### config.mk
export PLATFORM = sky130hd
export DESIGN_NAME = giaima_scan_sel
export DESIGN_NICKNAME = d
export VERILOG_FILES = /design/src/rtl/giaima_pkg.sv /design/src/rtl/giaima_dwell_cnt.sv /design/src/rtl/giaima_scan_sel.sv
export SDC_FILE = /design/constraint.sdc
export NUM_CORES = 1
export LEC_CHECK = 0
export BUFFER_PORTS_ARGS = -buffer_cell sky130_fd_sc_hd__buf_2
export CAP_MARGIN = 20
export CORE_AREA = 4 4 42 44
export DETAILED_ROUTE_END_ITERATION = 8
export DIE_AREA = 0 0 46 48
export HOLD_SLACK_MARGIN = 0.02
export PLACE_DENSITY_LB_ADDON = 0.15
export SLEW_MARGIN = 5
export SYNTH_ARGS = -nofsm -noshare
export SYNTH_HDL_FRONTEND = slang
export SYNTH_SLANG_ARGS = --single-unit
### constraint.sdc
create_clock -name CLK -period 2.7 [get_ports CLK]
set_clock_uncertainty 0.2 [all_clocks]
set_input_delay 0.54 -clock CLK [delete_from_list [all_inputs] [get_ports CLK]]
set_output_delay 0.54 -clock CLK [all_outputs]
set_load 0.02 [all_outputs]
### src/rtl/giaima_pkg.sv
// Shared constants, state encoding and decode helper for the scan selector.
package giaima_pkg;

    localparam logic MODE_DIRECT = 1'b0;
    localparam logic MODE_SCAN   = 1'b1;

    typedef enum logic [1:0] {
        ST_OFF    = 2'd0,
        ST_DIRECT = 2'd1,
        ST_SCAN   = 2'd2
    } state_e;

    // One-hot (or one-cold) decode of idx into the low 2**n bits; upper bits stay 0.
    function automatic logic [63:0] decode_1hot(input logic [5:0] idx,
                                                 input int unsigned n,
                                                 input logic act_low);
        logic [63:0] one;
        logic [63:0] mask;
        one  = 64'(1) << idx;
        mask = (n >= 6) ? {64{1'b1}} : ((64'(1) << (1 << n)) - 64'(1));
        return act_low ? (~one & mask) : one;
    endfunction

endpackage

### src/rtl/giaima_dwell_cnt.sv
// Dwell counter: counts RUN cycles modulo DWELL, TC marks the last cycle of a dwell.
module giaima_dwell_cnt #(
    parameter int unsigned DWELL = 4
) (
    input  logic CLK,
    input  logic RST,
    input  logic CLR,
    input  logic RUN,
    output logic TC
);
    localparam int unsigned CW = $clog2(DWELL + 1);

    logic [CW-1:0] cnt_q;
    logic [CW-1:0] cnt_d;

    assign TC = (cnt_q == CW'(DWELL - 1));

    always_comb begin
        cnt_d = cnt_q;
        if (CLR) begin
            cnt_d = '0;
        end else if (RUN) begin
            cnt_d = TC ? '0 : cnt_q + CW'(1);
        end
    end

    always_ff @(posedge CLK) begin
        if (RST) begin
            cnt_q <= '0;
        end else begin
            cnt_q <= cnt_d;
        end
    end

endmodule

### src/rtl/giaima_scan_sel.sv
// N-to-2^N registered decoder with enable and auto-scan (dwell-timed stepping).
module giaima_scan_sel
    import giaima_pkg::*;
#(
    parameter int unsigned N       = 3,
    parameter int unsigned DWELL   = 4,
    parameter bit          ACT_LOW = 1'b0
) (
    input  logic               CLK,
    input  logic               RST,
    input  logic               EN,
    input  logic               MODE,
    input  logic               LOAD,
    input  logic [N-1:0]       I,
    output logic [(2**N)-1:0]  O,
    output logic [N-1:0]       IDX,
    output logic               WRAP
);
    localparam int unsigned W = 2**N;

    state_e         state_q, state_d;
    logic [N-1:0]   idx_q, idx_d;
    logic [W-1:0]   o_q, o_d;
    logic           wrap_q, wrap_d;
    logic           cnt_clr, cnt_run, cnt_tc;

    giaima_dwell_cnt #(.DWELL(DWELL)) u_dwell (
        .CLK (CLK),
        .RST (RST),
        .CLR (cnt_clr),
        .RUN (cnt_run),
        .TC  (cnt_tc)
    );

    // The action at each edge follows the EN/MODE sampled at that edge.
    always_comb begin
        idx_d   = idx_q;
        wrap_d  = 1'b0;
        cnt_clr = 1'b0;
        cnt_run = 1'b0;
        o_d     = {W{ACT_LOW}};

        if (!EN) begin
            state_d = ST_OFF;
        end else if (MODE == MODE_SCAN) begin
            state_d = ST_SCAN;
        end else begin
            state_d = ST_DIRECT;
        end

        case (state_d)
            ST_DIRECT: begin
                idx_d   = I;
                cnt_clr = 1'b1;
            end
            ST_SCAN: begin
                if (LOAD) begin
                    idx_d   = I;
                    cnt_clr = 1'b1;
                end else begin
                    cnt_run = 1'b1;
                    if (cnt_tc) begin
                        idx_d  = idx_q + N'(1);
                        wrap_d = (idx_q == {N{1'b1}});
                    end
                end
            end
            default: ;
        endcase

        if (state_d != ST_OFF) begin
            o_d = W'(decode_1hot(6'(idx_d), N, ACT_LOW));
        end
    end

    always_ff @(posedge CLK) begin
        if (RST) begin
            state_q <= ST_OFF;
            idx_q   <= '0;
            o_q     <= {W{ACT_LOW}};
            wrap_q  <= 1'b0;
        end else begin
            state_q <= state_d;
            idx_q   <= idx_d;
            o_q     <= o_d;
            wrap_q  <= wrap_d;
        end
    end

    assign O    = o_q;
    assign IDX  = idx_q;
    assign WRAP = wrap_q;

    // Whenever the block is on, exactly one output line is active.
    assert property (@(posedge CLK) (state_q != ST_OFF) |-> $onehot(o_q ^ {W{ACT_LOW}}));

endmodule

==> results of run 1 <==
[worst max-delay path: stages (launching register included)]
cell     delay (ns)
dfxtp_1        0.38
ha_1           0.22
ha_1           0.30
mux2i_1        0.20
a31oi_1        0.18
nor3_1         0.17
[Yosys cell counts, drive strengths merged (2+ instances only)]
cell,instances
a21oi,2
a2bb2oi,2
buf,2
dfxtp,15
ha,3
nand2b,4
nor2,4
nor2b,2
nor3,8
o22ai,2
o2bb2ai,3
[cell type report]
class	instances	area, sq um
clock buffers	3	22.5
clock inverters	1	5.00
fillers	143	622
multi-input cells	43	372
flip-flops and latches	15	300
well taps	16	20.0
repair buffers	19	95.1
[layer usage]
metal  routed length [um]  vias up
met5                    0        -
met4                   44        0
met3                   82        5
met2                  648       15
met1                  534      236
li1                     -      266
[stage by stage]
stage	utilization	cell area (sq um)	power, mW	cells
final	0.567	815	0.435	97
after global routing	0.567	815	0.457	97
after CTS	0.567	815	0.441	97
after detailed placement	0.548	787	0.311	93
after global placement	0.548	787	0.309	93
after floorplan	-	688	0.291	60
[flip-flops by register name, indices dropped and copies added, names as in the netlist]
name,flops
WRAP,1
IDX,3
O,8
u_dwell.cnt_q,3
[kinds of logic after synthesis]
logic type,count (synthesis),share of synthesized area
adder cells (fa/ha/maj),3,0.0546
AO/OA/AOI/OAI,14,0.227
multiplexers,2,0.0309
AND/OR/NAND/NOR,24,0.227
flip-flops,15,0.436
buffers and inverters,2,0.0236
[worst min path at each step]
stage                  endpoint  slack [ns]              from
2_1_floorplan  u_dwell.cnt_q[1]        0.24  u_dwell.cnt_q[1]
3_3_place_gp   u_dwell.cnt_q[1]        0.27  u_dwell.cnt_q[1]
3_5_place_dp   u_dwell.cnt_q[2]        0.27  u_dwell.cnt_q[2]
4_1_cts        u_dwell.cnt_q[2]        0.28  u_dwell.cnt_q[2]
5_1_grt        u_dwell.cnt_q[0]        0.31               RST
6_report       u_dwell.cnt_q[2]        0.28  u_dwell.cnt_q[2]
[power by group through the flow]
stage               clock network, mW  logic, mW  registers [mW]
CTS                             0.134     0.0723           0.234
finish                          0.129     0.0718           0.234
floorplan                           0     0.0435           0.247
detailed placement                  0     0.0712           0.239
global route                    0.144     0.0784           0.235
global placement                    0     0.0704           0.239
==> out/metrics.yaml, run 1 <==
status:
  status: "finished clean"
clock_network:
  clock_latency_ns: 0.29
  clock-sinks: 15
  hold_buffers: 0
  cts_root_buffer: "clkbuf_4"
  post_cts_buffers: 0
  cts_tree: "built"
  cts_made_buffers: 3
  cts_resized: 0
  cts_buffer_depth: 2
  clk_pin_slew_ns: 0.09
  htree_levels: 1
setup_path:
  setup.worst_path.class: "reg -> reg"
  r2r_cells: 5
  cp-start-kind: "flop"
  startpoint: "IDX[0]"
  crit_path_end: "O[1]"
  critPathMaxFanout: 5
  timing.rr.start: "IDX[0]"
  crit_arrival_ns: 1.74
  reg2reg_slack_ns: 0.98
  cp-end-kind: "flop"
  required_ns: 2.71
  r2r_end: "O[1]"
flow_run:
  cap_violations: 0
logic_synthesis:
  ys_types: 28
  yosysWarnings: 0
  synth_top_area_cell: "dfxtp_1"
  synth_area_sq_um: 688
  synth.area.top_cells: "dfxtp_1 44%, o2bb2ai_2 6.5%, nor3_1 5.8%"
  syn-num-nets: 71
  ys_seq_area_frac: 0.436
  ys.flop_type: "dfxtp_1"
  ys_ff_latch: 15
  async_reset_ff_frac: 0
  synth_top_area_share: 0.436
  synth_area_per_cell_sq_um: 11.5
  synth_edf_count: 0
  synthCells: 60
detailed_routing:
  drtIter0Drc: 3
  final_antenna_net_count: 0
  drc: 0
  vias: 522
  drtPass1Iterations: 3
  drt-total-wl_mm: 1.31
  via_per_inst: 5.38
  post_drt_wl_per_cell_um: 13.5
die:
  core_area_sq_um: 1440
  start_util: 0.479
  fp.dieArea_sq_um: 2210
  die_width_um: 46
  rows: 14
  io_pins: 20
  die_y_um: 48
sta:
  relSlewSlack: 0.775
  fin_crit_sh: 0.638
  finalHoldViolCount: 0
  finalSetupViolations: 0
  fmaxAchievable_mhz: 581
  worst_slew_pin_slew_ns: 0.336
  maxSlewViolCount: 0
  setup_ws_ns: 0.977
  grt_setup_unrepaired: "no"
  post-route-min-period_ns: 1.72
  worst_hold_slack_ns: 0.277
  tns_ns: 0
global_route:
  antenna_found_initial: 0
  grt_use_total: 0.143
  use_met1: 0.130
  grt_pass1_vias: 513
  grt_max_degree: 13
  grtUsageMet2: 0.264
  grt_overflow_total: 0
  grt_pass1_wl_mm: 2.11
  busiest_layer: "met2"
  grtUsageMet3: 0.0376
power:
  switching_share: 0.280
  cellPowerDensity_nw_per_um2: 534
  clkPwrFrac: 0.297
  p_leak_nw: 0.366
  p_seq_frac: 0.538
  switchingPower_uw: 122
  ir_drop_mv: 0.286
  combinationalPowerShare: 0.165
  p_int_uw: 313
cells_and_area:
  mostFrequentLayoutCells: "19 x buf_2, 15 x dfxtp_1, 8 x nor3_1"
  nets: 93
  n_antenna_cell: 0
  final_common_cell: "buf_2"
  drive_gt1_frac: 0.407
  synthToLayoutAreaGrowth_pct: 18.4
placed_design:
  preCtsSetupSlack_ns: 0.880
  place.gp.congestion: 0.722
  dp_hpwl_um: 957
  port_buffers: 19
min_path:
  min_path_cells: 2
  hold_path.class: "reg -> reg"
Power figures use the tool's default switching activity.
==> run 2: changes to the inputs <==
--- a/config.mk
+++ b/config.mk
@@ -7,9 +7,9 @@
 export LEC_CHECK = 0
 export BUFFER_PORTS_ARGS = -buffer_cell sky130_fd_sc_hd__buf_2
 export CAP_MARGIN = 20
-export CORE_AREA = 4 4 42 44
+export CORE_AREA = 4 4 43 45
 export DETAILED_ROUTE_END_ITERATION = 8
-export DIE_AREA = 0 0 46 48
+export DIE_AREA = 0 0 47 49
 export HOLD_SLACK_MARGIN = 0.02
 export PLACE_DENSITY_LB_ADDON = 0.15
 export SLEW_MARGIN = 5
==> constraint.sdc (replaced) <==
create_clock -name CLK -period 1.6 [get_ports CLK]
set_clock_uncertainty 0.2 [all_clocks]
set_input_delay 0.32 -clock CLK [delete_from_list [all_inputs] [get_ports CLK]]
set_output_delay 0.32 -clock CLK [all_outputs]
set_load 0.02 [all_outputs]
==> out/metrics.yaml, run 2 (same netlist as run 1, synthesis figures left out) <==
status:
  status: "finished clean"
sta:
  relSlewSlack: 0.783  # +0.00767
  finalHoldViolCount: 0  # unchanged
  worst_hold_slack_ns: 0.107  # -0.171 ns
  finalSetupViolations: 0  # unchanged
  fin_crit_sh: 0.982  # +0.344
  tns_ns: 0  # unchanged
  fmaxAchievable_mhz: 637  # +9.7%
  worst_slew_pin_slew_ns: 0.325  # -0.0115 ns
  maxSlewViolCount: 0  # unchanged
  post-route-min-period_ns: 1.57  # -0.152 ns
  grt_setup_unrepaired: "yes"
placed_design:
  port_buffers: 19  # unchanged
  dp.cells: 99  # +6.5%
  dp_hpwl_mm: 1.08  # +13%
  place.gp.congestion: 0.776  # +7.6%
power:
  ir_drop_mv: 0.581  # +100%
  cellPowerDensity_nw_per_um2: 798  # +49%
  p_leak_nw: 0.413  # +13%
cells_and_area:
  largest_register_ffs: 8  # unchanged
  nets: 102  # +9.7%
  mostFrequentLayoutCells: "19 x buf_2, 11 x dfxtp_1, 8 x buf_4"
  final_util: 0.673  # +0.106
  drive_gt1_frac: 0.589  # +0.181
  final_common_cell: "buf_2"
  n_antenna_cell: 0  # unchanged
  synthToLayoutAreaGrowth_pct: 43.8
  finalNonFillerCells: 106  # +9.3%
clock_network:
  cts_tree: "built"
  cts_buffer_depth: 2  # unchanged
  cts_root_buffer: "clkbuf_4"
  cts_made_buffers: 3  # unchanged
  clock-sinks: 15  # unchanged
  clock_latency_ns: 0.29  # about the same
  clk_pin_slew_ns: 0.09  # about the same
  htree_levels: 1  # unchanged
detailed_routing:
  via_per_inst: 5.44  # +1.2%
  post_drt_wl_per_cell_um: 15.5  # +15%
  drtPass1Iterations: 4  # +1
  vias: 577  # +11%
  final_antenna_net_count: 0  # unchanged
  drtIter0Drc: 6  # +3
  drt-total-wl_mm: 1.64  # +25%
  drc: 0  # unchanged
die:
  fp.dieArea_sq_um: 2300  # +4.3%
  rows: 14  # unchanged
  core_area_sq_um: 1470  # +2.4%
  die_y_um: 49  # +2.1%
  die_width_um: 47  # +2.2%
  start_util: 0.468  # -0.0114
  io_pins: 20  # unchanged
setup_path:
  cpPeakStageDelay_ns: 0.36  # -0.02 ns
  r2r_cells: 6  # +1
  crit_family: "compound AO/OA/AOI/OAI gates"
  cp.buffers_inverters: 1  # +1
  cp.depth: 6  # +1
  cp-start-kind: "flop"
  required_ns: 1.57  # -1.14 ns
  path_cells: "ha_4, nand2b_4, a21boi_4, buf_4, a2bb2oi_4, nor3_1"
  crit_arrival_ns: 1.55  # -0.19 ns
  setup.worst_path.class: "reg -> reg"
  crit_path_top_delay_cell: "dfxtp_2"
  cp-end-kind: "flop"
  critPathMaxFanout: 5  # unchanged
flow_run:
  cap_violations: 0  # unchanged
global_route:
  grt_use_total: 0.152  # +0.00854
  antenna_found_initial: 0  # unchanged
  grt_pass1_wl_mm: 2.55  # +21%
  grt_pass1_vias: 559  # +9.0%
  grt_max_degree: 10  # -3
  grt_overflow_total: 0  # unchanged
min_path:
  hold_path.class: "in -> reg"
  min_path_cells: 2  # unchanged
run 2: worst paths after layout:
kind                          from                to  slack (ns)
setup / recovery  u_dwell.cnt_q[1]              O[2]        0.03
hold / removal                  EN  u_dwell.cnt_q[2]        0.11
setup reg to reg  u_dwell.cnt_q[1]              O[2]        0.03
hold reg to reg   u_dwell.cnt_q[1]  u_dwell.cnt_q[1]        0.29
run 2: metrics by stage:
stage | setup slack, ns | power (mW) | area, sq um
2_1_floorplan | 0.0423 | 0.492 | 691
3_3_place_gp | 0.0184 | 0.541 | 847
3_5_place_dp | 0.00308 | 0.543 | 847
4_1_cts | 0.000333 | 0.768 | 900
5_1_grt | -0.0278 | 0.843 | 990
6_report | 0.0293 | 0.789 | 990
run 2: power by group:
| group | switching (mW) | leakage [nW] | internal [mW] |
|---|---|---|---|
| Combinational | 0.0916 | 0.272 | 0.0850 |
| Clock | 0.125 | 0.0177 | 0.0930 |
| Sequential | 0.00843 | 0.124 | 0.386 |
| Total | 0.225 | 0.413 | 0.564 |
run 2: what timing repair did:
item / CTS / global route
resized for setup: 4 / 9
buffers inserted: 0 / 3
endpoints found under the hold margin: 0 / 0
pin swaps: 1 / 4
cloned: 0 / 0
hold buffers: 0 / 0
setup endpoints to repair: 8 / 9
run 2: routing by layer:
layer,routed length (um),vias up,track usage,part of all wire
met4,36,0,0.0691,0.022
met3,73,5,0.0443,0.044
met2,885,14,0.240,0.54
met5,0,-,0,0
li1,-,285,-,-
met1,646,273,0.182,0.39
run 2: cell type report:
class,instances,area (sq um)
Clock inverter,1,5.00
Clock buffer,3,22.5
Timing Repair Buffer,28,175
Multi-Input combinational cell,43,462
Fill cell,119,482
Tap cell,16,20.0
Sequential cell,15,305
